--- config.mk ---
export PLATFORM = sky130hd
export DESIGN_NAME = lsu_mem_initiator
export DESIGN_NICKNAME = d
export VERILOG_FILES = /design/src/rtl/mem_if_pkg.sv /design/src/rtl/lsu_req_decode.sv /design/src/rtl/lsu_mem_initiator.sv
export SDC_FILE = /design/constraint.sdc
export NUM_CORES = 1
export LEC_CHECK = 0
export ABC_AREA = 1
export CAP_MARGIN = 20
export CORE_UTILIZATION = 40
export DETAILED_ROUTE_END_ITERATION = 10
export GPL_TIMING_DRIVEN = 0
export PLACE_DENSITY = 0.81
export SYNTH_ARGS = -nofsm -noshare
export SYNTH_HDL_FRONTEND = slang
export SYNTH_HIERARCHICAL = 1
export SYNTH_SLANG_ARGS = --single-unit
--- constraint.sdc ---
create_clock -name clk -period 2 [get_ports clk]
set_input_delay 0.5 -clock clk [delete_from_list [all_inputs] [get_ports clk]]
set_output_delay 0.5 -clock clk [all_outputs]
set_load 0.05 [all_outputs]
--- src/rtl/mem_if_pkg.sv ---
// mem_if_pkg: shared encodings for the CPU-side data-memory interface
package mem_if_pkg;
    localparam logic [2:0] F3_B  = 3'b000;
    localparam logic [2:0] F3_H  = 3'b001;
    localparam logic [2:0] F3_W  = 3'b010;
    localparam logic [2:0] F3_BU = 3'b100;
    localparam logic [2:0] F3_HU = 3'b101;
    localparam logic [2:0] SIZE_BYTE = 3'b001;
    localparam logic [2:0] SIZE_HALF = 3'b011;
    localparam logic [2:0] SIZE_WORD = 3'b111;
    localparam logic [1:0] ERR_NONE     = 2'b00;
    localparam logic [1:0] ERR_MISALIGN = 2'b01;
    localparam logic [1:0] ERR_ILLEGAL  = 2'b10;
    localparam logic [1:0] ERR_TIMEOUT  = 2'b11;
    typedef enum logic [1:0] {IDLE, ISSUE, WAIT_ACK, WAIT_DONE} state_t;
endpackage

--- src/rtl/lsu_req_decode.sv ---
// lsu_req_decode: funct3/write/addr[1:0] -> sign_mask, illegal, misaligned
//   in:  funct3, write, addr_lo   out: sign_mask, illegal, misaligned
module lsu_req_decode
    import mem_if_pkg::*;
#(
    parameter int ALIGN_CHECK = 1
) (
    input  logic [2:0] funct3,
    input  logic       write,
    input  logic [1:0] addr_lo,
    output logic [3:0] sign_mask,
    output logic       illegal,
    output logic       misaligned
);
    logic [2:0] size;
    always_comb begin
        size = funct3[1:0] == 2'b00 ? SIZE_BYTE :
               funct3[1:0] == 2'b01 ? SIZE_HALF :
               funct3[1:0] == 2'b10 ? SIZE_WORD : 3'b000;
        // full-width words carry no sign bit, so LW is always 0111
        sign_mask  = {~funct3[2] & ~write & (size != SIZE_WORD), size};
        illegal    = (funct3[1:0] == 2'b11) | (write & funct3[2]) | (funct3 == 3'b110);
        misaligned = (ALIGN_CHECK != 0) &&
                     ((size == SIZE_HALF && addr_lo[0]) || (size == SIZE_WORD && addr_lo != 2'b00));
    end
endmodule

--- src/rtl/lsu_mem_initiator.sv ---
// lsu_mem_initiator: load/store initiator driving a clk_stall-handshaked data memory
//   req_*  : pipeline request (valid/ready), resp_* : one registered response per request
//   mem_*  : strobe/addr/data/sign_mask to responder, read_data/clk_stall back
//   busy   : high whenever not IDLE
module lsu_mem_initiator
    import mem_if_pkg::*;
#(
    parameter int TIMEOUT     = 16,
    parameter int ALIGN_CHECK = 1
) (
    input  logic        clk,
    input  logic        reset,
    input  logic        req_valid,
    output logic        req_ready,
    input  logic        req_write,
    input  logic [2:0]  req_funct3,
    input  logic [31:0] req_addr,
    input  logic [31:0] req_wdata,
    output logic        resp_valid,
    output logic [31:0] resp_rdata,
    output logic        resp_err,
    output logic [1:0]  resp_err_code,
    output logic        busy,
    output logic [31:0] mem_addr,
    output logic [31:0] mem_write_data,
    output logic        mem_memread,
    output logic        mem_memwrite,
    output logic [3:0]  mem_sign_mask,
    input  logic [31:0] mem_read_data,
    input  logic        mem_clk_stall
);
    localparam logic [7:0] TMAX = 8'(TIMEOUT - 1);
    state_t      state, state_n;
    logic [7:0]  cnt, cnt_n;
    logic        wr, wr_n;
    logic [31:0] addr_n, wdata_n, rdata_n;
    logic [3:0]  mask_n, dec_mask;
    logic        rd_n, wt_n, rv_n, err_n, illegal, misaligned, accept;
    logic [1:0]  code_n;
    lsu_req_decode #(.ALIGN_CHECK(ALIGN_CHECK)) u_dec (
        .funct3    (req_funct3),
        .write     (req_write),
        .addr_lo   (req_addr[1:0]),
        .sign_mask (dec_mask),
        .illegal   (illegal),
        .misaligned(misaligned)
    );
    // the responder has no reset, so a stall left over from before reset must block new requests
    assign req_ready = (state == IDLE) & ~mem_clk_stall;
    assign busy      = state != IDLE;
    assign accept    = req_valid & req_ready;
    always_comb begin
        state_n = state;
        cnt_n   = cnt;
        wr_n    = wr;
        addr_n  = mem_addr;
        wdata_n = mem_write_data;
        mask_n  = mem_sign_mask;
        rd_n    = 1'b0;
        wt_n    = 1'b0;
        rv_n    = 1'b0;
        rdata_n = 32'd0;
        err_n   = 1'b0;
        code_n  = ERR_NONE;
        case (state)
            IDLE: if (accept) begin
                if (illegal | misaligned) begin
                    rv_n   = 1'b1;
                    err_n  = 1'b1;
                    code_n = illegal ? ERR_ILLEGAL : ERR_MISALIGN;
                end else begin
                    addr_n  = req_addr;
                    wdata_n = req_wdata;
                    mask_n  = dec_mask;
                    wr_n    = req_write;
                    rd_n    = ~req_write;
                    wt_n    = req_write;
                    state_n = ISSUE;
                end
            end
            // strobe lives exactly one cycle; a held strobe would retrigger the responder
            ISSUE: begin
                cnt_n   = 8'd0;
                state_n = WAIT_ACK;
            end
            WAIT_ACK, WAIT_DONE: begin
                if (state == WAIT_ACK && mem_clk_stall) begin
                    cnt_n   = 8'd0;
                    state_n = WAIT_DONE;
                end else if (state == WAIT_DONE && !mem_clk_stall) begin
                    rv_n    = 1'b1;
                    rdata_n = wr ? 32'd0 : mem_read_data;
                    state_n = IDLE;
                end else if (cnt == TMAX) begin
                    rv_n    = 1'b1;
                    err_n   = 1'b1;
                    code_n  = ERR_TIMEOUT;
                    state_n = IDLE;
                end else begin
                    cnt_n = cnt == 8'hFF ? cnt : cnt + 8'd1;
                end
            end
            default: state_n = IDLE;
        endcase
    end
    always_ff @(posedge clk) begin
        if (reset) begin
            state          <= IDLE;
            cnt            <= 8'd0;
            wr             <= 1'b0;
            mem_addr       <= 32'd0;
            mem_write_data <= 32'd0;
            mem_sign_mask  <= 4'd0;
            mem_memread    <= 1'b0;
            mem_memwrite   <= 1'b0;
            resp_valid     <= 1'b0;
            resp_rdata     <= 32'd0;
            resp_err       <= 1'b0;
            resp_err_code  <= ERR_NONE;
        end else begin
            state          <= state_n;
            cnt            <= cnt_n;
            wr             <= wr_n;
            mem_addr       <= addr_n;
            mem_write_data <= wdata_n;
            mem_sign_mask  <= mask_n;
            mem_memread    <= rd_n;
            mem_memwrite   <= wt_n;
            resp_valid     <= rv_n;
            resp_rdata     <= rdata_n;
            resp_err       <= err_n;
            resp_err_code  <= code_n;
        end
    end
endmodule

==> impl_results.html, run 1 <==
<table>
<tr><th>Metric</th><th>Value</th></tr>
<tr><th colspan="2">Outcome</th></tr>
<tr><td>Result of the run</td><td>finished clean</td></tr>
<tr><th colspan="2">STA</th></tr>
<tr><td>RSZ-0062 raised after global routing</td><td>no</td></tr>
<tr><td>Highest attainable clock frequency</td><td>around 0.5 GHz</td></tr>
<tr><td>Final number of hold-violating endpoints</td><td>0</td></tr>
<tr><td>Final worst path period need</td><td>1950 ps</td></tr>
<tr><td>Share of the clock period used by the worst path</td><td>just under 100%</td></tr>
<tr><td>Max Transition Viols Final</td><td>0</td></tr>
<tr><td>Worst Max-Slew Pin Slew</td><td>approximately 540 ps</td></tr>
<tr><td>Worst path setup slack after routing</td><td>50.0 ps</td></tr>
<tr><td>Final clock skew</td><td>approximately 9.5 ps</td></tr>
<tr><td>Relative slew margins</td><td>between 60% and 70%</td></tr>
<tr><td>Count of endpoints failing setup in the final report</td><td>0</td></tr>
<tr><th colspan="2">Critical path</th></tr>
<tr><td>Slack of the worst reg-to-reg path</td><td>roughly 370 ps</td></tr>
<tr><td>Critical-path cell list</td><td>dlygate4sd2_1</td></tr>
<tr><td>Largest stage delay on the critical path</td><td>between 500 and 600 ps</td></tr>
<tr><td>Data arrival time of the critical path</td><td>between 1000 and 1500 ps</td></tr>
<tr><td>Number of cells traversed by the worst register-to-register path</td><td>9</td></tr>
<tr><td>Largest delay contributor family on the critical path</td><td>buffers and inverters</td></tr>
<tr><td>Crit. End Element</td><td>output port</td></tr>
<tr><td>Data required time at the worst endpoint</td><td>1500 ps</td></tr>
<tr><td>CP max FO</td><td>2</td></tr>
<tr><td>Number of buffer and inverter instances along the worst setup path</td><td>1</td></tr>
<tr><td>Critical path class</td><td>reg2out</td></tr>
<tr><td>CP max stage cell</td><td>sky130_fd_sc_hd__dlygate4sd2_1</td></tr>
<tr><td>Capturing point of the worst reg2reg path</td><td>cnt[5]$_SDFFE_PP0P_</td></tr>
<tr><td>Category of the worst setup path launch point</td><td>flop</td></tr>
<tr><td>Worst Setup SP</td><td>mem_addr[21]$_SDFFE_PP0P_</td></tr>
<tr><td>FF-to-FF Start</td><td>cnt[0]$_SDFFE_PP0P_</td></tr>
<tr><th colspan="2">Clock network</th></tr>
<tr><td>CTS Root Buffer Type</td><td>sky130_fd_sc_hd__clkbuf_8</td></tr>
<tr><td>CTS H-Tree Depth</td><td>4</td></tr>
<tr><td>CTS Hold Bufs</td><td>0</td></tr>
<tr><td>Number of buffers on the longest clock path</td><td>2</td></tr>
<tr><td>Clock-pin slew of the registers on the worst-case setup and hold paths</td><td>around 60 ps</td></tr>
<tr><td>Clock tree from TritonCTS</td><td>built</td></tr>
<tr><td>Total number of clock tree sinks</td><td>~120</td></tr>
<tr><td>Clk Latency, worst-skew pair</td><td>510 ps</td></tr>
<tr><td>Clock buffers created by TritonCTS</td><td>17</td></tr>
<tr><th colspan="2">Synth</th></tr>
<tr><td>Mapped Area</td><td>between 4000 and 5000 sq um</td></tr>
<tr><td>Number of synthesis warnings</td><td>6</td></tr>
<tr><td>Cells after synthesis</td><td>556</td></tr>
<tr><td>Seq cells post-synth</td><td>roughly 120</td></tr>
<tr><td>Sequential element share of the synthesized area</td><td>a little under three fifths</td></tr>
<tr><td>Library cells used by synthesis</td><td>21</td></tr>
<tr><td>Number of nets in the synthesized netlist</td><td>666</td></tr>
<tr><td>Syn_area_per_cell</td><td>approximately 7.6 sq um</td></tr>
<tr><th colspan="2">Detailed routing</th></tr>
<tr><td>WL/cell</td><td>13.2 um</td></tr>
<tr><td>Number of DRC violations after detailed routing</td><td>0</td></tr>
<tr><td>Ratio of routed vias to standard cells</td><td>around 4.6</td></tr>
<tr><td>Total number of vias</td><td>roughly 4300</td></tr>
<tr><td>Residual antenna-violating net count after detailed routing</td><td>0</td></tr>
<tr><td>Initial DRC Count</td><td>173</td></tr>
<tr><td>First-pass detailed-route iteration total</td><td>4</td></tr>
<tr><td>Total wire length</td><td>between 10000 and 15000 um</td></tr>
<tr><th colspan="2">Min path</th></tr>
<tr><td>Hold Path Cell Cnt</td><td>2</td></tr>
<tr><td>Startpoint of the tightest hold check path</td><td>mem_addr[30]$_SDFFE_PP0P_</td></tr>
<tr><td>Kind of path behind the tightest hold check</td><td>reg2reg</td></tr>
<tr><td>Endpoint of the worst hold-timing path</td><td>mem_addr[30]$_SDFFE_PP0P_</td></tr>
<tr><th colspan="2">Placement</th></tr>
<tr><td>Detailed-placement wirelength estimate</td><td>9040 um</td></tr>
<tr><td>IO Port Bufs</td><td>211</td></tr>
<tr><td>Final weighted congestion in routability-driven placement</td><td>0.895</td></tr>
<tr><td>Area after detailed placement</td><td>about 6500 sq um</td></tr>
<tr><td>Placement Setup Slack</td><td>-652 ps</td></tr>
<tr><th colspan="2">Global routing</th></tr>
<tr><td>Residual overflow from global routing</td><td>0</td></tr>
<tr><td>Maximum number of pins on one net before global-route repair</td><td>17</td></tr>
<tr><td>Global-route wire length before repair</td><td>between 15000 and 20000 um</td></tr>
<tr><td>Via count of the first global-routing pass</td><td>4157</td></tr>
<tr><td>Initial antenna violation count</td><td>0</td></tr>
<tr><td>GR Util All Layers</td><td>23.0%</td></tr>
<tr><th colspan="2">Floorplanning</th></tr>
<tr><td>Die Outline Area</td><td>11000 sq um</td></tr>
<tr><td>Placeable core region</td><td>approximately 10000 sq um</td></tr>
<tr><td>FP Rows</td><td>37</td></tr>
<tr><td>Effective utilization at floorplan</td><td>around 40%</td></tr>
<tr><td>I/O pin count</td><td>212</td></tr>
<tr><td>Overall die height</td><td>approximately 100 um</td></tr>
<tr><td>Die X-Extent</td><td>between 100 and 150 um</td></tr>
<tr><th colspan="2">Final layout</th></tr>
<tr><td>Layout Area Growth over Synthesis</td><td>67.1%</td></tr>
<tr><td>Layout Cell Area excl Fill</td><td>7080 sq um</td></tr>
<tr><td>Antenna diode count</td><td>0</td></tr>
<tr><td>Share of layout cells above drive strength 1</td><td>~7.0%</td></tr>
<tr><td>Post-layout nets</td><td>between 800 and 900</td></tr>
<tr><td>Fill cell total of the finished layout</td><td>just under 900</td></tr>
<tr><td>End-of-flow core utilization</td><td>around 70%</td></tr>
<tr><th colspan="2">Pwr</th></tr>
<tr><td>Worst voltage drop across the vdd grid</td><td>approximately 700 uV</td></tr>
<tr><td>Power density over the cells</td><td>1110 nW/um^2</td></tr>
<tr><td>Static Leakage</td><td>~3.5 nW</td></tr>
<tr><th colspan="2">Flow run</th></tr>
<tr><td>Number of violations of the max-capacitance limit</td><td>0</td></tr>
</table>
==> through the flow <==
stage	setup TNS, ps	total power [mW]	hold slack, ps	cells
4_1_cts	0	7.91	478	935
3_3_place_gp	-45210	4.56	462	903
2_1_floorplan	0	3.90	455	556
6_report	0	7.88	475	935
3_5_place_dp	-50160	4.62	471	903
5_1_grt	0	8.20	497	935
==> cell type report <==
type | instances | area, sq um | share of cell area, %
repair buffers | 212 | 1990 | 28.1
well taps | 136 | 170 | 2.40
clock inverters | 9 | 198 | 2.79
plain buffers | 26 | 128 | 1.80
clock buffers | 22 | 463 | 6.54
multi-input cells | 356 | 1570 | 22.2
inverters | 57 | 216 | 3.06
flip-flops and latches | 117 | 2340 | 33.1
==> cells by family (layout without fill, tap and decap cells) <==
group	after synthesis	after routing	synth area share, %
compound gates	86	86	10.3
fa+ha+maj	6	6	1.77
simple gates	264	264	24.8
flops	117	117	55.3
buf+inv	83	326	7.86
==> registers in the layout, summed over array words and instances, names as in the netlist, 2 cells and up <==
register and count:
mem_addr 32, mem_sign_mask 4, mem_write_data 32, state 2, cnt 8, resp_rdata 32, resp_err_code 2
==> synthesized netlist by cell type <==
master / count / area share (%)
sky130_fd_sc_hd__a21oi_1: 12 / 1.4
sky130_fd_sc_hd__a21oi_2: 1 / 0.21
sky130_fd_sc_hd__a31oi_1: 1 / 0.15
sky130_fd_sc_hd__buf_2: 5 / 0.59
sky130_fd_sc_hd__buf_6: 2 / 0.53
sky130_fd_sc_hd__clkbuf_1: 19 / 1.7
sky130_fd_sc_hd__dfxtp_1: 117 / 55
sky130_fd_sc_hd__ha_1: 6 / 1.8
sky130_fd_sc_hd__inv_1: 55 / 4.9
sky130_fd_sc_hd__inv_2: 2 / 0.18
sky130_fd_sc_hd__nand2_1: 43 / 3.8
sky130_fd_sc_hd__nand3_1: 20 / 2.4
sky130_fd_sc_hd__nand3_2: 1 / 0.24
sky130_fd_sc_hd__nand3_4: 1 / 0.41
sky130_fd_sc_hd__nand3b_1: 1 / 0.18
sky130_fd_sc_hd__nor2_1: 195 / 17
sky130_fd_sc_hd__nor2_2: 1 / 0.15
sky130_fd_sc_hd__nor2_4: 1 / 0.27
sky130_fd_sc_hd__nor3_1: 1 / 0.12
sky130_fd_sc_hd__o21ai_0: 71 / 8.4
sky130_fd_sc_hd__o21ai_1: 1 / 0.12
==> routing by layer <==
layer / GRT usage, % / share of wire (%)
met4: 10.6 / 2.4
met3: 7.24 / 6.9
met2: 40.2 / 51
met1: 25.5 / 40
met5: 0 / 0
==> layout by cell type (no fill, tap or decap), types with 2 or more instances in the layout <==
cell type                           n
sky130_fd_sc_hd__a21oi_1           11
sky130_fd_sc_hd__a21oi_2            2
sky130_fd_sc_hd__buf_2              5
sky130_fd_sc_hd__buf_6              3
sky130_fd_sc_hd__bufinv_16          6
sky130_fd_sc_hd__clkbuf_1          14
sky130_fd_sc_hd__clkbuf_16         16
sky130_fd_sc_hd__clkbuf_2           7
sky130_fd_sc_hd__clkbuf_8           4
sky130_fd_sc_hd__clkdlybuf4s50_1  101
sky130_fd_sc_hd__clkinv_2           2
sky130_fd_sc_hd__dfxtp_1          117
sky130_fd_sc_hd__dlygate4sd2_1    107
sky130_fd_sc_hd__ha_1               5
sky130_fd_sc_hd__inv_1             55
sky130_fd_sc_hd__nand2_1           43
sky130_fd_sc_hd__nand3_1           20
sky130_fd_sc_hd__nor2_1           194
sky130_fd_sc_hd__nor2_2             2
sky130_fd_sc_hd__o21ai_0           71
==> worst min-delay path: cells and delay by family, from the launching register on <==
kind             cells  cell delay (ps)
and+or+nand+nor      2              120
DFF                  1              320
==> power breakdown <==
group	internal, mW	switching, mW	leakage [nW]
logic	0.606	1.25	2.19
clock network	2.36	1.03	0.321
registers	2.53	0.112	0.949
==> timing repair <==
| action | CTS | global route |
|---|---|---|
| resized for setup | 121 | 13 |
| setup buffers | 1 | 0 |
| pin swaps | 1 | 0 |
| setup endpoints to repair | 180 | 73 |
==> worst max-delay path by stage <==
stage | to | slack (ps) | cells past startpoint
after floorplan | mem_write_data[10]$_SDFFE_PP0P_ | 250 | 11
after global placement | state[0]$_SDFFE_PP0P_ | -600 | 11
after detailed placement | mem_write_data[11]$_SDFFE_PP0P_ | -650 | 12
after CTS | mem_sign_mask[3]$_SDFFE_PP0P_ | 7 | 9
after global routing | busy | 10 | 3
final | mem_addr[21] | 50 | 1
Note: power is estimated with default switching activity, not from simulation.
==> inputs of run 2 (changes only) <==
Settings changed: GPL_ROUTABILITY_DRIVEN from default to 1, PLACE_DENSITY 0.81 to default, PLACE_DENSITY_LB_ADDON from default to 0.05.
Clock period 2 ns to 1.9 ns, I/O delays scaled along.
==> run 2 against run 1 <==
  * Clock power down 9.1%
  * Total power down 0.85%
  * Flip-flop and latch count unchanged
  * Global-route usage down 0.90 points
  * Final area down 1.3%
  * Sequential share of layout area up 0.45 points
  * Count of clock-buffer cells in the layout down 1
  * Setup slack worse by 3.9 ps
  * Via count down 1.2%
  * Critical path type unchanged
  * Largest power group unchanged
  * Highest routed layer unchanged
  * Largest cell class unchanged
  * First-iteration DRC count down 12%
  * Critical path depth unchanged
==> impl_results.html, run 2 (synthesis results as in run 1) <==
<table>
<tr><th>Metric</th><th>Value</th></tr>
<tr><th colspan="2">Pwr</th></tr>
<tr><td>Sw frac</td><td>31.8% (+1.5 points)</td></tr>
<tr><td>Static Leakage</td><td>3.33 nW (-3.8%)</td></tr>
<tr><td>Overall Power</td><td>7.81 mW (-0.85%)</td></tr>
<tr><td>Logic gate share of total power</td><td>24.9% (+1.4 points)</td></tr>
<tr><td>Sequential share of power</td><td>35.7% (+2.2 points)</td></tr>
<tr><td>Total internal power</td><td>5.33 mW (-3.0%)</td></tr>
<tr><td>Net switching power of the design</td><td>2.48 mW (+4.2%)</td></tr>
<tr><td>Power density over the cells</td><td>1120 nW/um^2 (+0.44%)</td></tr>
<tr><td>Clock power frac</td><td>39.4% (-3.6 points)</td></tr>
<tr><td>Worst voltage drop across the vdd grid</td><td>850 uV (+22%)</td></tr>
<tr><th colspan="2">Outcome</th></tr>
<tr><td>Result of the run</td><td>finished clean</td></tr>
<tr><th colspan="2">Critical path</th></tr>
<tr><td>Largest stage delay on the critical path</td><td>550 ps (-20 ps)</td></tr>
<tr><td>Worst Setup SP</td><td>mem_addr[3]$_SDFFE_PP0P_</td></tr>
<tr><td>Critical path class</td><td>reg2out</td></tr>
<tr><td>Category of the worst setup path launch point</td><td>flop</td></tr>
<tr><td>CP max FO</td><td>2 (unchanged)</td></tr>
<tr><td>Data required time at the worst endpoint</td><td>1420 ps (-80 ps)</td></tr>
<tr><td>Data arrival time of the critical path</td><td>1380 ps (-70 ps)</td></tr>
<tr><td>FF-to-FF Start</td><td>cnt[0]$_SDFFE_PP0P_</td></tr>
<tr><td>Largest delay contributor family on the critical path</td><td>buffers and inverters</td></tr>
<tr><td>CP max stage cell</td><td>sky130_fd_sc_hd__dlygate4sd2_1</td></tr>
<tr><td>Crit. End Element</td><td>output port</td></tr>
<tr><td>Critical-path cell list</td><td>dlygate4sd2_1</td></tr>
<tr><td>Number of buffer and inverter instances along the worst setup path</td><td>1 (unchanged)</td></tr>
<tr><th colspan="2">Detailed routing</th></tr>
<tr><td>Met2 routed wirelength</td><td>5890 um (-6.7%)</td></tr>
<tr><td>Met1 layer wirelength in the final routing</td><td>4870 um (+0.10%)</td></tr>
<tr><td>Number of DRC violations after detailed routing</td><td>0 (unchanged)</td></tr>
<tr><td>WL/cell</td><td>12.9 um (-2.3%)</td></tr>
<tr><td>Initial DRC Count</td><td>152 (-12%)</td></tr>
<tr><td>First-pass detailed-route iteration total</td><td>4 (unchanged)</td></tr>
<tr><td>Residual antenna-violating net count after detailed routing</td><td>0 (unchanged)</td></tr>
<tr><td>Total number of vias</td><td>4287 (-1.2%)</td></tr>
<tr><td>Ratio of routed vias to standard cells</td><td>4.59 (-1.2%)</td></tr>
<tr><td>Highest routed layer</td><td>met4</td></tr>
<tr><td>Total wire length</td><td>12000 um (-2.3%)</td></tr>
<tr><td>Detail Route met3 WL</td><td>1080 um (+27%)</td></tr>
<tr><th colspan="2">STA</th></tr>
<tr><td>Relative slew margins</td><td>64.0% (-0.37 points)</td></tr>
<tr><td>Count of endpoints failing setup in the final report</td><td>0 (unchanged)</td></tr>
<tr><td>Highest attainable clock frequency</td><td>around 0.54 GHz</td></tr>
<tr><td>Final clock skew</td><td>8.03 ps (-1.47 ps)</td></tr>
<tr><td>Worst path setup slack after routing</td><td>46.1 ps (-3.91 ps)</td></tr>
<tr><td>Final worst path period need</td><td>~1900 ps</td></tr>
<tr><td>Max Transition Viols Final</td><td>0 (unchanged)</td></tr>
<tr><td>Worst Max-Slew Pin Slew</td><td>542 ps (+5.56 ps)</td></tr>
<tr><td>Share of the clock period used by the worst path</td><td>a little over nine tenths</td></tr>
<tr><td>Final number of hold-violating endpoints</td><td>0 (unchanged)</td></tr>
<tr><th colspan="2">Global routing</th></tr>
<tr><td>Initial antenna violation count</td><td>0 (unchanged)</td></tr>
<tr><td>GR Util All Layers</td><td>22.1% (-0.90 points)</td></tr>
<tr><td>Maximum number of pins on one net before global-route repair</td><td>17 (unchanged)</td></tr>
<tr><td>Via count of the first global-routing pass</td><td>4053 (-2.5%)</td></tr>
<tr><td>Residual overflow from global routing</td><td>0 (unchanged)</td></tr>
<tr><td>Global-route wire length before repair</td><td>18900 um (-4.6%)</td></tr>
<tr><th colspan="2">Final layout</th></tr>
<tr><td>Leading cell types in the layout, fill and taps excluded</td><td>sky130_fd_sc_hd__nor2_1 (194), sky130_fd_sc_hd__dfxtp_1 (116), sky130_fd_sc_hd__clkdlybuf4s50_1 (101)</td></tr>
<tr><td>Layout Area Growth over Synthesis</td><td>64.9%</td></tr>
<tr><td>Share of layout cells above drive strength 1</td><td>7.88% (+0.88 points)</td></tr>
<tr><td>Commonest non-fill, non-tap cell in the layout</td><td>sky130_fd_sc_hd__nor2_1</td></tr>
<tr><td>Fill cell total of the finished layout</td><td>887 (+0.91%)</td></tr>
<tr><td>Antenna diode count</td><td>0 (unchanged)</td></tr>
<tr><td>Layout Cells excl Fill</td><td>935 (unchanged)</td></tr>
<tr><td>Top Registers</td><td>mem_addr x32, mem_write_data x32, resp_rdata x32</td></tr>
<tr><td>Layout Cell Area excl Fill</td><td>6990 sq um (-1.3%)</td></tr>
<tr><td>Post-layout nets</td><td>897 (unchanged)</td></tr>
<tr><td>Footprint of the multi-input gates</td><td>1570 sq um (about the same)</td></tr>
<tr><td>Area occupied by registers</td><td>2340 sq um (about the same)</td></tr>
<tr><th colspan="2">Placement</th></tr>
<tr><td>Final weighted congestion in routability-driven placement</td><td>0.817 (-8.7%)</td></tr>
<tr><td>Area after detailed placement</td><td>6520 sq um (unchanged)</td></tr>
<tr><td># placed instances</td><td>903 (unchanged)</td></tr>
<tr><td>IO Port Bufs</td><td>211 (unchanged)</td></tr>
<tr><td>Detailed-placement wirelength estimate</td><td>8820 um (-2.5%)</td></tr>
<tr><td>Placement Setup Slack</td><td>-684 ps (-32.0 ps)</td></tr>
<tr><th colspan="2">Clock network</th></tr>
<tr><td>Clk Latency, worst-skew pair</td><td>500 ps (about the same)</td></tr>
<tr><td>Number of buffers on the longest clock path</td><td>2 (unchanged)</td></tr>
<tr><td>CTS H-Tree Depth</td><td>4 (unchanged)</td></tr>
<tr><td>CTS Root Buffer Type</td><td>sky130_fd_sc_hd__clkbuf_8</td></tr>
<tr><td>Clock buffers created by TritonCTS</td><td>17 (unchanged)</td></tr>
<tr><td>Clock-pin slew of the registers on the worst-case setup and hold paths</td><td>50 ps (about the same)</td></tr>
<tr><td>Clock tree from TritonCTS</td><td>built</td></tr>
<tr><td>CTS Hold Bufs</td><td>0 (unchanged)</td></tr>
<tr><td>Total number of clock tree sinks</td><td>117 (unchanged)</td></tr>
<tr><th colspan="2">Floorplanning</th></tr>
<tr><td>I/O pin count</td><td>212 (unchanged)</td></tr>
<tr><td>Effective utilization at floorplan</td><td>41.2% (unchanged)</td></tr>
<tr><td>Overall die height</td><td>105 um (unchanged)</td></tr>
<tr><td>FP Rows</td><td>37 (unchanged)</td></tr>
<tr><td>Die X-Extent</td><td>105 um (unchanged)</td></tr>
<tr><td>Die Outline Area</td><td>11000 sq um (unchanged)</td></tr>
<tr><td>Placeable core region</td><td>10300 sq um (unchanged)</td></tr>
<tr><th colspan="2">Min path</th></tr>
<tr><td>Startpoint of the tightest hold check path</td><td>mem_write_data[24]$_SDFFE_PP0P_</td></tr>
<tr><td>Kind of path behind the tightest hold check</td><td>reg2reg</td></tr>
<tr><th colspan="2">Flow run</th></tr>
<tr><td>Number of violations of the max-capacitance limit</td><td>0 (unchanged)</td></tr>
</table>
==> run 2: power groups by stage <==
stage / Clock, mW / Sequential, mW / Combinational [mW]
after floorplan: 0 / 3.37 / 0.740
after global placement: 0 / 2.82 / 2.00
after detailed placement: 0 / 2.83 / 2.02
after CTS: 3.13 / 2.78 / 1.93
after global routing: 3.26 / 2.81 / 2.12
final: 3.08 / 2.79 / 1.95
==> run 2: metal layers <==
metal | vias up | track usage [%]
li1 | 2180 | -
met1 | 1933 | 23.9
met2 | 157 | 38.5
met3 | 17 | 8.86
met4 | 0 | 8.85
met5 | - | 0
==> run 2: worst reg2reg max path, cell delays in order (launching register included) <==
cell and delay [ps]:
sky130_fd_sc_hd__dfxtp_1 380, sky130_fd_sc_hd__ha_1 210, sky130_fd_sc_hd__nand2_1 100, sky130_fd_sc_hd__nor2_1 230, sky130_fd_sc_hd__nand3_1 100, sky130_fd_sc_hd__nand2_1 70, sky130_fd_sc_hd__nand2_1 160, sky130_fd_sc_hd__nand3_1 120
sky130_fd_sc_hd__nand2_1 60, sky130_fd_sc_hd__nor2_1 90
==> run 2: what timing repair did <==
| item | in CTS | in global routing |
|---|---|---|
| setup buffers | 1 | 1 |
| gates resized for setup | 127 | 55 |
| pin swaps | 2 | 4 |
| endpoints found under the setup margin | 180 | 97 |
| cloned | 0 | 0 |
==> run 2: final cells by class <==
class,instances,area share (%)
well taps,136,2.44
repair buffers,213,28.5
clock inverters,10,1.88
inverters,57,3.10
multi-input cells,356,22.5
clock buffers,21,6.29
plain buffers,25,1.77
flip-flops and latches,117,33.5
==> run 2: metrics by stage <==
| step | setup TNS, ps | util (%) | hold WS (ps) |
|---|---|---|---|
| global placement | -53060 | 63.4 | 462 |
| floorplan | 0 | - | 455 |
| detailed placement | -56590 | 63.4 | 471 |
| CTS | 0 | 67.8 | 467 |
| global route | -6.36 | 68.0 | 474 |
| finish | 0 | 68.0 | 473 |
==> run 2: path summary, 6_finish.rpt <==
check / to / slack [ps] / depth (start not counted)
worst max-delay path: mem_addr[3] / 50 / 1
worst min register to register: mem_write_data[24]$_SDFFE_PP0P_ / 470 / 2
worst min-delay path: mem_write_data[24]$_SDFFE_PP0P_ / 470 / 2
worst max register to register: cnt[5]$_SDFFE_PP0P_ / 310 / 9
